### config.mk
export PLATFORM = sky130hd
export DESIGN_NAME = video_tx_timing
export DESIGN_NICKNAME = d
export VERILOG_FILES = /design/src/rtl/video_tx_timing.sv
export SDC_FILE = /design/constraint.sdc
export NUM_CORES = 1
export LEC_CHECK = 0
export CAP_MARGIN = 15
export CELL_PAD_IN_SITES_DETAIL_PLACEMENT = 1
export CELL_PAD_IN_SITES_GLOBAL_PLACEMENT = 1
export CORE_MARGIN = 2
export CORE_UTILIZATION = 35
export DETAILED_ROUTE_END_ITERATION = 16
export DONT_BUFFER_PORTS = 1
export PLACE_DENSITY_LB_ADDON = 0.1
export SYNTH_ARGS = -nofsm -noshare
export SYNTH_HDL_FRONTEND = slang
export SYNTH_SLANG_ARGS = --single-unit
### constraint.sdc
create_clock -name clk_i -period 2.1 [get_ports clk_i]
set_clock_uncertainty 0.1 [all_clocks]
set_input_delay 0.21 -clock clk_i [delete_from_list [all_inputs] [get_ports clk_i]]
set_output_delay 0.21 -clock clk_i [all_outputs]
set_load 0.05 [all_outputs]
### src/rtl/video_tx_timing.sv
// Raster timing generator and pixel serializer for the ADV7511 parallel bus.
// Optional colour-bar source is compiled in with `define VIDEO_TX_PATTERN_EN.
module video_tx_timing #(
    parameter int H_ACTIVE = 1920,
    parameter int H_FP     = 88,
    parameter int H_SYNC   = 44,
    parameter int H_BP     = 148,
    parameter int V_ACTIVE = 1080,
    parameter int V_FP     = 4,
    parameter int V_SYNC   = 5,
    parameter int V_BP     = 36,
    parameter int SYNC_POL = 1
) (
    input  logic        clk_i,
    input  logic        rst_i,
    input  logic        en_i,
    input  logic [23:0] pix_data_i,
    input  logic        pix_sof_i,
    input  logic        pix_valid_i,
    output logic        pix_ready_o,
`ifdef VIDEO_TX_PATTERN_EN
    input  logic        pattern_i,
`endif
    input  logic        clr_i,
    output logic        vout_hs_o,
    output logic        vout_vs_o,
    output logic        vout_de_o,
    output logic [23:0] vout_data_o,
    output logic        frame_start_o,
    output logic        underflow_o,
    output logic        misalign_o
);
    // state   | meaning
    // idle    | en_run = 0, counters parked at (0,0), outputs inactive
    // run     | en_run = 1, raster advancing; en_i re-sampled at frame end

    localparam int   H_TOTAL  = H_ACTIVE + H_FP + H_SYNC + H_BP;
    localparam int   V_TOTAL  = V_ACTIVE + V_FP + V_SYNC + V_BP;
    localparam int   HW       = $clog2(H_TOTAL);
    localparam int   VW       = $clog2(V_TOTAL);
    localparam logic SYNC_ACT = (SYNC_POL != 0);

    logic [HW-1:0] h_cnt, h_cnt_d;
    logic [VW-1:0] v_cnt, v_cnt_d;
    logic          en_run, en_run_d;
    logic          h_last, v_last, frame_end, at_origin, load_run;
    logic          active, act_run, hs_raw, vs_raw;
    logic          pat_on;
    logic [23:0]   pat_rgb, data_d;
    logic          uf_ev, mis_ev;

    assign h_last    = (h_cnt == HW'(H_TOTAL - 1));
    assign v_last    = (v_cnt == VW'(V_TOTAL - 1));
    assign frame_end = h_last && v_last;
    assign at_origin = (h_cnt == '0) && (v_cnt == '0);
    // en_i is taken at the frame boundary so the new value applies from (0,0) on
    assign load_run  = !en_run || frame_end;

    always_ff @(posedge clk_i or posedge rst_i) begin
        if (rst_i) begin
            h_cnt  <= '0;
            v_cnt  <= '0;
            en_run <= 1'b0;
        end else begin
            h_cnt  <= h_cnt_d;
            v_cnt  <= v_cnt_d;
            en_run <= en_run_d;
        end
    end

    always_comb begin
        en_run_d = load_run ? en_i : en_run;
        h_cnt_d  = '0;
        v_cnt_d  = '0;
        if (en_run) begin
            h_cnt_d = h_last ? '0 : h_cnt + 1'b1;
            v_cnt_d = v_cnt;
            if (h_last)
                v_cnt_d = v_last ? '0 : v_cnt + 1'b1;
        end
    end

    assign active  = (h_cnt < HW'(H_ACTIVE)) && (v_cnt < VW'(V_ACTIVE));
    assign act_run = active && en_run;
    assign hs_raw  = en_run && (h_cnt >= HW'(H_ACTIVE + H_FP))
                            && (h_cnt <  HW'(H_ACTIVE + H_FP + H_SYNC));
    assign vs_raw  = en_run && (v_cnt >= VW'(V_ACTIVE + V_FP))
                            && (v_cnt <  VW'(V_ACTIVE + V_FP + V_SYNC));

`ifdef VIDEO_TX_PATTERN_EN
    localparam int BAR_W = (H_ACTIVE / 8 > 0) ? H_ACTIVE / 8 : 1;
    logic          pattern_q;
    logic [HW-1:0] bar_idx;
    logic [2:0]    bar;

    always_ff @(posedge clk_i or posedge rst_i) begin
        if (rst_i)
            pattern_q <= 1'b0;
        else if (load_run)
            pattern_q <= pattern_i;
    end

    // bar order white..black maps to R=~b[1], G=~b[2], B=~b[0]
    always_comb begin
        bar_idx = h_cnt / HW'(BAR_W);
        bar     = (bar_idx > HW'(7)) ? 3'd7 : bar_idx[2:0];
        pat_rgb = {{8{~bar[1]}}, {8{~bar[2]}}, {8{~bar[0]}}};
    end
    assign pat_on = pattern_q;
`else
    assign pat_on  = 1'b0;
    assign pat_rgb = 24'h000000;
`endif

    assign pix_ready_o = act_run && !pat_on;
    assign uf_ev       = act_run && !pat_on && !pix_valid_i;
    assign mis_ev      = pix_ready_o && pix_valid_i && (pix_sof_i != at_origin);

    always_comb begin
        data_d = 24'h000000;
        if (act_run) begin
            if (pat_on)
                data_d = pat_rgb;
            else if (pix_valid_i)
                data_d = pix_data_i;
        end
    end

    always_ff @(posedge clk_i or posedge rst_i) begin
        if (rst_i) begin
            vout_hs_o     <= ~SYNC_ACT;
            vout_vs_o     <= ~SYNC_ACT;
            vout_de_o     <= 1'b0;
            vout_data_o   <= 24'h000000;
            frame_start_o <= 1'b0;
            underflow_o   <= 1'b0;
            misalign_o    <= 1'b0;
        end else begin
            vout_hs_o     <= ~(hs_raw ^ SYNC_ACT);
            vout_vs_o     <= ~(vs_raw ^ SYNC_ACT);
            vout_de_o     <= act_run;
            vout_data_o   <= data_d;
            frame_start_o <= en_run && at_origin;
            underflow_o   <= uf_ev  || (underflow_o && !clr_i);
            misalign_o    <= mis_ev || (misalign_o  && !clr_i);
        end
    end
endmodule
==> summary.md, run 1 <==
| Metric | Value |
|---|---|
| Status | finished clean |
| H-tree depth | 2 |
| Clk slew on worst S/H paths | around 100 ps |
| #FFs+latches synth | 54 |
| Leading area contributor after synthesis | dfrtp_1 |
| Worst EP required | between 1500 and 2000 ps |
| Placer Congestion | around 0.74 |
| Vias in the first global route | 1937 |
| Total number of vias | roughly 1900 |
| Placed Area | 2620 µm² |
| Initial core utilization | 0.362 |
| Crit. End Element | output port |
| Max_slew headroom | 0.592 |
| Buffers added on ports | 0 |
| Synth cell types | 44 |
| Critical path cell sequence | or4_4 > o21ai_4 > nand3_2 > inv_2 > buf_12 |
| Gr usage total | 0.161 |
| Leakage | about 1.3 nW |
| Share of layout cells above drive strength 1 | 0.124 |
| IO Count | slightly above 60 |
| Dominant cells by area after synthesis | dfrtp_1 (55%), and2_1 (6.4%), nand3_1 (2.9%) |
| Core Util, Final | 0.448 |
| Post-Syn Area per Cell | around 11 µm² |
| Final setup viols | 0 |
| Design area | 3040 µm² |
| GRT overflow | 0 |
| Period minus WS final | approximately 2000 ps |
| Worst-Skew Late Latency | approximately 300 ps |
| CTS root buf | clkbuf_8 |
| Via density | between 5 and 6 |
| Fin cells | between 300 and 400 |
| Crit path DAT | about 1700 ps |
| Crit path max fanout | 2 |
| Initial antenna violation count | 0 |
| DIE HEIGHT | between 80 and 90 µm |
| Pre-CTS setup slack | around 190 ps |
| Delay-heaviest family, CP | simple AND/OR/NAND/NOR gates |
| HP Class | input port to register |
| Final ANT Viol Nets | 0 |
| Clock buffer count from CTS | 5 |
| Mapped Nets | approximately 270 |
| Starting DRT DRC Count | 18 |
| Ant. Diodes | 0 |
| First-pass GRT wire length | approximately 9500 µm |
| Final Cycle Share | 0.977 |
| WL per Instance | 16.4 µm |
| WP buf/inv | 2 |
| CTS tree | built |
| Placed cells | 329 |
| Pwr dens | 612 nW/µm² |
| First drt pass iteration count | 4 |
| Dominant synthesized flop cell | dfrtp_1 |
| Final hold viol count | 0 |
| Commonest cells post-synth | dfrtp_1 (54), and2_1 (25), nand2_1 (14), nand3_1 (14), nor2_1 (13) |
| Synth top area share | 0.550 |
| Post-synth EDFFs | 0 |
| Fill cell count | between 700 and 800 |
| Crit path launch type | register |
| Slowest stage delay, CP | 560 ps |
| Residual DRC count | 0 |
| Largest net degree at the start of global routing | 29 |
| Die ar. | between 7000 and 8000 µm² |
| Async SR Flop Fraction | 1.00 |
| Top-count cell post-synth | dfrtp_1 |
| Peak supply drop | ~0.27 mV |
| Max Cap Viol | 0 |
| Seq/Total Area, Yosys | 0.550 |
| Rows | 30 |
| Clk sink count | 54 |
| Width of the die | 87.8 µm |
| Max Root-Sink Buffers | 2 |
| Area grow syn2layout | 23.9% |
| Least-Margin Pin Slew | 611 ps |
| Core area | between 6000 and 7000 µm² |
| Post-DP HPWL | about 4100 µm |
| Max Clock Freq | 487 MHz |
| # nets final | roughly 300 |
| Max Slew Vio Count | 0 |
| RSZ-0062 raised after global routing | true |
| Setup slack after layout | approximately 48 ps |
| Routed wire length | between 6000 and 7000 µm |
| Total of warnings raised by yosys | 0 |
| Setup CP Type | register to output port |
| CP max stage cell | or4_4 |
| Post-Syn Area | about 2500 µm² |
| Cells after synthesis | 231 |
## timing repair
action                                 in CTS  in global routing
endpoints found under the hold margin      54                  1
hold buffers                               29                  1
gates resized for setup                     3                  0
pin swaps                                   2                  1
setup endpoints to repair                   1                  2
buffers inserted                            4                  0
## per-layer routing
layer,global-route usage,wire length [µm],vias to the layer above,share of wire
li1,-,-,891,-
met1,0.214,2800,917,0.46
met2,0.273,2940,49,0.48
met3,0.0330,282,6,0.047
met4,0.0294,46,0,0.0076
met5,0,0,-,0
## logic make-up (layout without fill, tap and decap cells)
family	Yosys count	in the layout	share of synthesized area
simple gates	115	115	0.280
flops	54	54	0.550
buf+inv	20	63	0.0418
compound gates	29	29	0.0749
fa+ha+maj	4	4	0.0204
xor+xnor	8	8	0.0285
mux	1	1	0.00408
## report_power, final
| group | internal (W) | leakage [nW] | switching [W] |
|---|---|---|---|
| Clock | 0.000239 | 0.0408 | 0.000354 |
| Combinational | 0.0000557 | 0.603 | 0.0000414 |
| Sequential | 0.00106 | 0.699 | 0.000109 |
## tightest hold or removal path, delay by kind of cell
family	cells	cell delay (ps)
AOI/OAI and AO/OA	1	80
and+or+nand+nor	2	200
## metrics by stage
step                      setup TNS [ps]  hold WS (ps)  power, W
after floorplan                        0           199   0.00123
after global placement                 0           107   0.00125
after detailed placement               0           111   0.00125
after CTS                              0           124   0.00190
after global routing               -13.3           134   0.00195
final                                  0           129   0.00186
## final timing paths
check | slack (ps) | cells after the start | start | end
setup / recovery | 50 | 5 | v_cnt[9] | pix_ready_o
hold / removal | 130 | 3 | pix_valid_i | misalign_o
setup reg to reg | 150 | 5 | v_cnt[9] | vout_data_o[0]
hold reg to reg | 400 | 1 | h_cnt[0] | h_cnt[0]
max in group asynchronous | 1000 | 3 | rst_i | v_cnt[7]
min in group asynchronous | 350 | 2 | rst_i | vout_data_o[4]
## final cells by class
| class | count | area [µm²] | area share |
|---|---|---|---|
| Clock buffer | 5 | 68.8 | 0.0226 |
| Clock inverter | 3 | 23.8 | 0.00781 |
| Inverter | 12 | 45.0 | 0.0148 |
| Multi-Input combinational cell | 157 | 1010 | 0.333 |
| Sequential cell | 54 | 1350 | 0.444 |
| Tap cell | 96 | 120 | 0.0395 |
| Timing Repair Buffer | 43 | 420 | 0.138 |
## sequential cells by signal, summed over array words and instances, names as in the netlist
register	cells
vout_data_o	24
h_cnt	12
v_cnt	11
en_run	1
frame_start_o	1
misalign_o	1
underflow_o	1
vout_de_o	1
vout_hs_o	1
vout_vs_o	1
## cell usage in the layout (no fill, tap or decap), drive strengths merged, types with 7 or more instances in the layout
| master | Yosys | routed |
|---|---|---|
| nand2 | 14 | 14 |
| dfrtp | 54 | 54 |
| inv | 12 | 13 |
| nand4 | 8 | 8 |
| nand3 | 14 | 14 |
| nor3 | 9 | 9 |
| and2 | 25 | 25 |
| a21oi | 8 | 8 |
| and3 | 7 | 7 |
| dlygate4sd3 | 0 | 29 |
| buf | 5 | 14 |
| nor2 | 13 | 13 |
(Power assumes the default switching activity.)
==> inputs of run 2 (changes only) <==
Settings changed: ABC_AREA set to 1, CELL_PAD_IN_SITES_DETAIL_PLACEMENT 1 to not set, CELL_PAD_IN_SITES_GLOBAL_PLACEMENT 1 to not set.
==> summary.md, run 2 <==
| Metric | Value |
|---|---|
| Commonest cells post-synth | nand2_1 (83), nor2_1 (60), dfrtp_1 (54) |
| Reg2Reg Setup Slack | between 400 and 500 ps |
| Leakage | approximately 1.6 nW |
| CP most frequent cell | inv_1 |
| Routed wire length | 6270 µm |
| Slowest stage delay, CP | 400 ps |
| Final setup viols | 0 |
| Fill cell count | ~750 |
| Setup TNS Final | 0 ps |
| HP Class | input port to register |
| Rows | 31 |
| Post-DP HPWL | approximately 4300 µm |
| First-pass GRT wire length | approximately 10000 µm |
| Critical path cell sequence | inv_1 > nand3_1 > nand2_1 > nand3_4 > inv_1 |
| Crit path max fanout | 6 |
| CP max stage cell | dfrtp_1 |
| Clk sink count | 54 |
| H-tree depth | 2 |
| Max layer used | met4 |
| Share of layout cells above drive strength 1 | 0.0761 |
| Post-Syn Area | 2630 µm² |
| Period minus WS final | about 1900 ps |
| Final hold viol count | 0 |
| GRT overflow | 0 |
| Ant. Diodes | 0 |
| Max Cap Viol | 0 |
| Top Registers | vout_data_o (24), h_cnt (12), v_cnt (11) |
| RSZ-0062 raised after global routing | false |
| Dominant synthesized flop cell | dfrtp_1 |
| WL per Instance | about 14 µm |
| Initial core utilization | 0.362 |
| Mapped Nets | roughly 360 |
| Wire length on met1 | 2890 µm |
| Post-Syn Area per Cell | roughly 8.1 µm² |
| Width of the die | 90.6 µm |
| Most common cell after layout, fill and taps aside | nand2_1 |
| DIE HEIGHT | a little over 90 µm |
| Async SR Flop Fraction | 1.00 |
| Initial antenna violation count | 0 |
| Vias in the first global route | roughly 2100 |
| # nets final | between 300 and 400 |
| Core area | 7250 µm² |
| IO Count | 61 |
| Max reg flops | 24 |
| Synth cell types | 27 |
| Status | finished clean |
| CTS tree | built |
| CTS root buf | clkbuf_8 |
| Buffers added on ports | 0 |
| Residual DRC count | 0 |
| Crit path DAT | approximately 1600 ps |
| #FFs+latches synth | 54 |
| Worst-Skew Late Latency | 310 ps |
| Area grow syn2layout | 17.9% |
| Max Slew Vio Count | 0 |
| Most flop-heavy register | vout_data_o |
| Max Root-Sink Buffers | 2 |
| Crit path launch type | register |
| Final ANT Viol Nets | 0 |
| Setup CP Type | register to output port |
| Met3 wire len | between 200 and 250 µm |
| Via density | ~4.7 |
| Total number of vias | 2141 |
| Worst EP required | 1790 ps |
| Seq/Total Area, Yosys | 0.515 |
| Max Clock Freq | 520 MHz |
| Most frequent cells in the layout | nand2_1 (83), nor2_1 (60), dfrtp_1 (54), inv_1 (34), dlygate4sd3_1 (27) |
| Gr usage total | 0.156 |
| Largest net degree at the start of global routing | 29 |
| Placed cells | 418 |
| Starting DRT DRC Count | about 130 |
| Least-Margin Pin Slew | around 850 ps |
| Max_slew headroom | 0.432 |
| Leading area contributor after synthesis | dfrtp_1 |
| Clk slew on worst S/H paths | 100 ps |
| Met2 wire length | 3040 µm |
| Clock buffer count from CTS | 5 |
| Cells after synthesis | about 330 |
| Peak supply drop | around 0.37 mV |
| Synth top area share | 0.515 |
| Top-count cell post-synth | nand2_1 |
| Dominant cells by area after synthesis | dfrtp_1 (51%), nand2_1 (12%), nor2_1 (8.6%) |
| Die ar. | ~8200 µm² |
| Total of warnings raised by yosys | 0 |
| Pwr dens | ~640 nW/µm² |
| First drt pass iteration count | 4 |
| Crit. End Element | output port |
| Post-synth EDFFs | 0 |
| Fin cells | about 450 |
| Placer Congestion | 0.837 |
| Final Cycle Share | 0.915 |
[run 2: changes by cell type after synthesis, sizes merged, moves of 4 or more]
cell,before,now
nor2,13,65
and2,25,0
and3,7,0
xnor2,6,0
nor4,4,0
and4,4,0
inv,12,38
o22ai,4,0
o21ai,6,13
nand2,14,84
nand3,14,26
[run 2: kinds of logic (layout without fill, tap and decap cells)]
group | count (synthesis) | count (layout) | synth area share
fa+ha+maj | 4 | 4 | 0.0191
compound gates | 20 | 20 | 0.0424
xor+xnor | 4 | 4 | 0.0133
flops | 54 | 54 | 0.515
buf+inv | 48 | 78 | 0.0838
simple gates | 195 | 195 | 0.327
[run 2: layer usage]
metal,vias up,GRT usage
met5,-,0
met4,0,0.0436
met3,10,0.0384
met2,34,0.252
met1,1025,0.209
li1,1072,-
[run 2: path summary, 6_finish.rpt]
kind                       startpoint               to  depth (start not counted)
min in group asynchronous       rst_i  vout_data_o[15]                          2
hold / removal              pix_sof_i       misalign_o                          4
hold reg to reg              h_cnt[0]         h_cnt[0]                          1
max in group asynchronous       rst_i        v_cnt[10]                          3
setup / recovery             v_cnt[7]      pix_ready_o                          5
setup reg to reg             h_cnt[0]         h_cnt[9]                          8
[run 2: cell type report]
class / count / area [µm²] / area share
clock buffer: 6 / 72.6 / 0.0234
tap: 99 / 124 / 0.0400
clock inverter: 2 / 37.5 / 0.0121
timing repair buffer: 32 / 313 / 0.101
multi-input combinational: 223 / 1050 / 0.341
sequential: 54 / 1350 / 0.437
inverter: 38 / 143 / 0.0461
[run 2: power breakdown]
part / total, W / leakage (nW) / switching (W) / internal [W]
registers: 0.00117 / 0.699 / 0.000110 / 0.00106
logic: 0.000101 / 0.807 / 0.0000505 / 0.0000509
clock network: 0.000695 / 0.0514 / 0.000339 / 0.000356
total: 0.00197 / 1.56 / 0.000499 / 0.00147
[run 2: repair_timing]
item / CTS / global route
buffers inserted: 0 / 0
endpoints found under the setup margin: 0 / 1
endpoints found under the hold margin: 53 / 0
hold buffers: 28 / 0
resized for setup: 0 / 1
[run 2: per-stage QoR]
| stage | hold WS (ps) | setup slack, ps | utilization | power [W] | cell area (µm²) |
|---|---|---|---|---|---|
| floorplan | 208 | 473 | - | 0.00124 | 2630 |
| global placement | 90.3 | 466 | 0.373 | 0.00125 | 2700 |
| detailed placement | 93.1 | 423 | 0.373 | 0.00125 | 2700 |
| CTS | 23.0 | 180 | 0.426 | 0.00200 | 3090 |
| global route | 40.6 | 38.6 | 0.427 | 0.00205 | 3100 |
| finish | 29.5 | 178 | 0.427 | 0.00197 | 3100 |
[run 2: worst max-delay path, delay by kind of cell, from the launching register on]
kind / cells / cell delay (ps)
buf+inv: 2 / 500
flops: 1 / 400
simple gates: 3 / 400
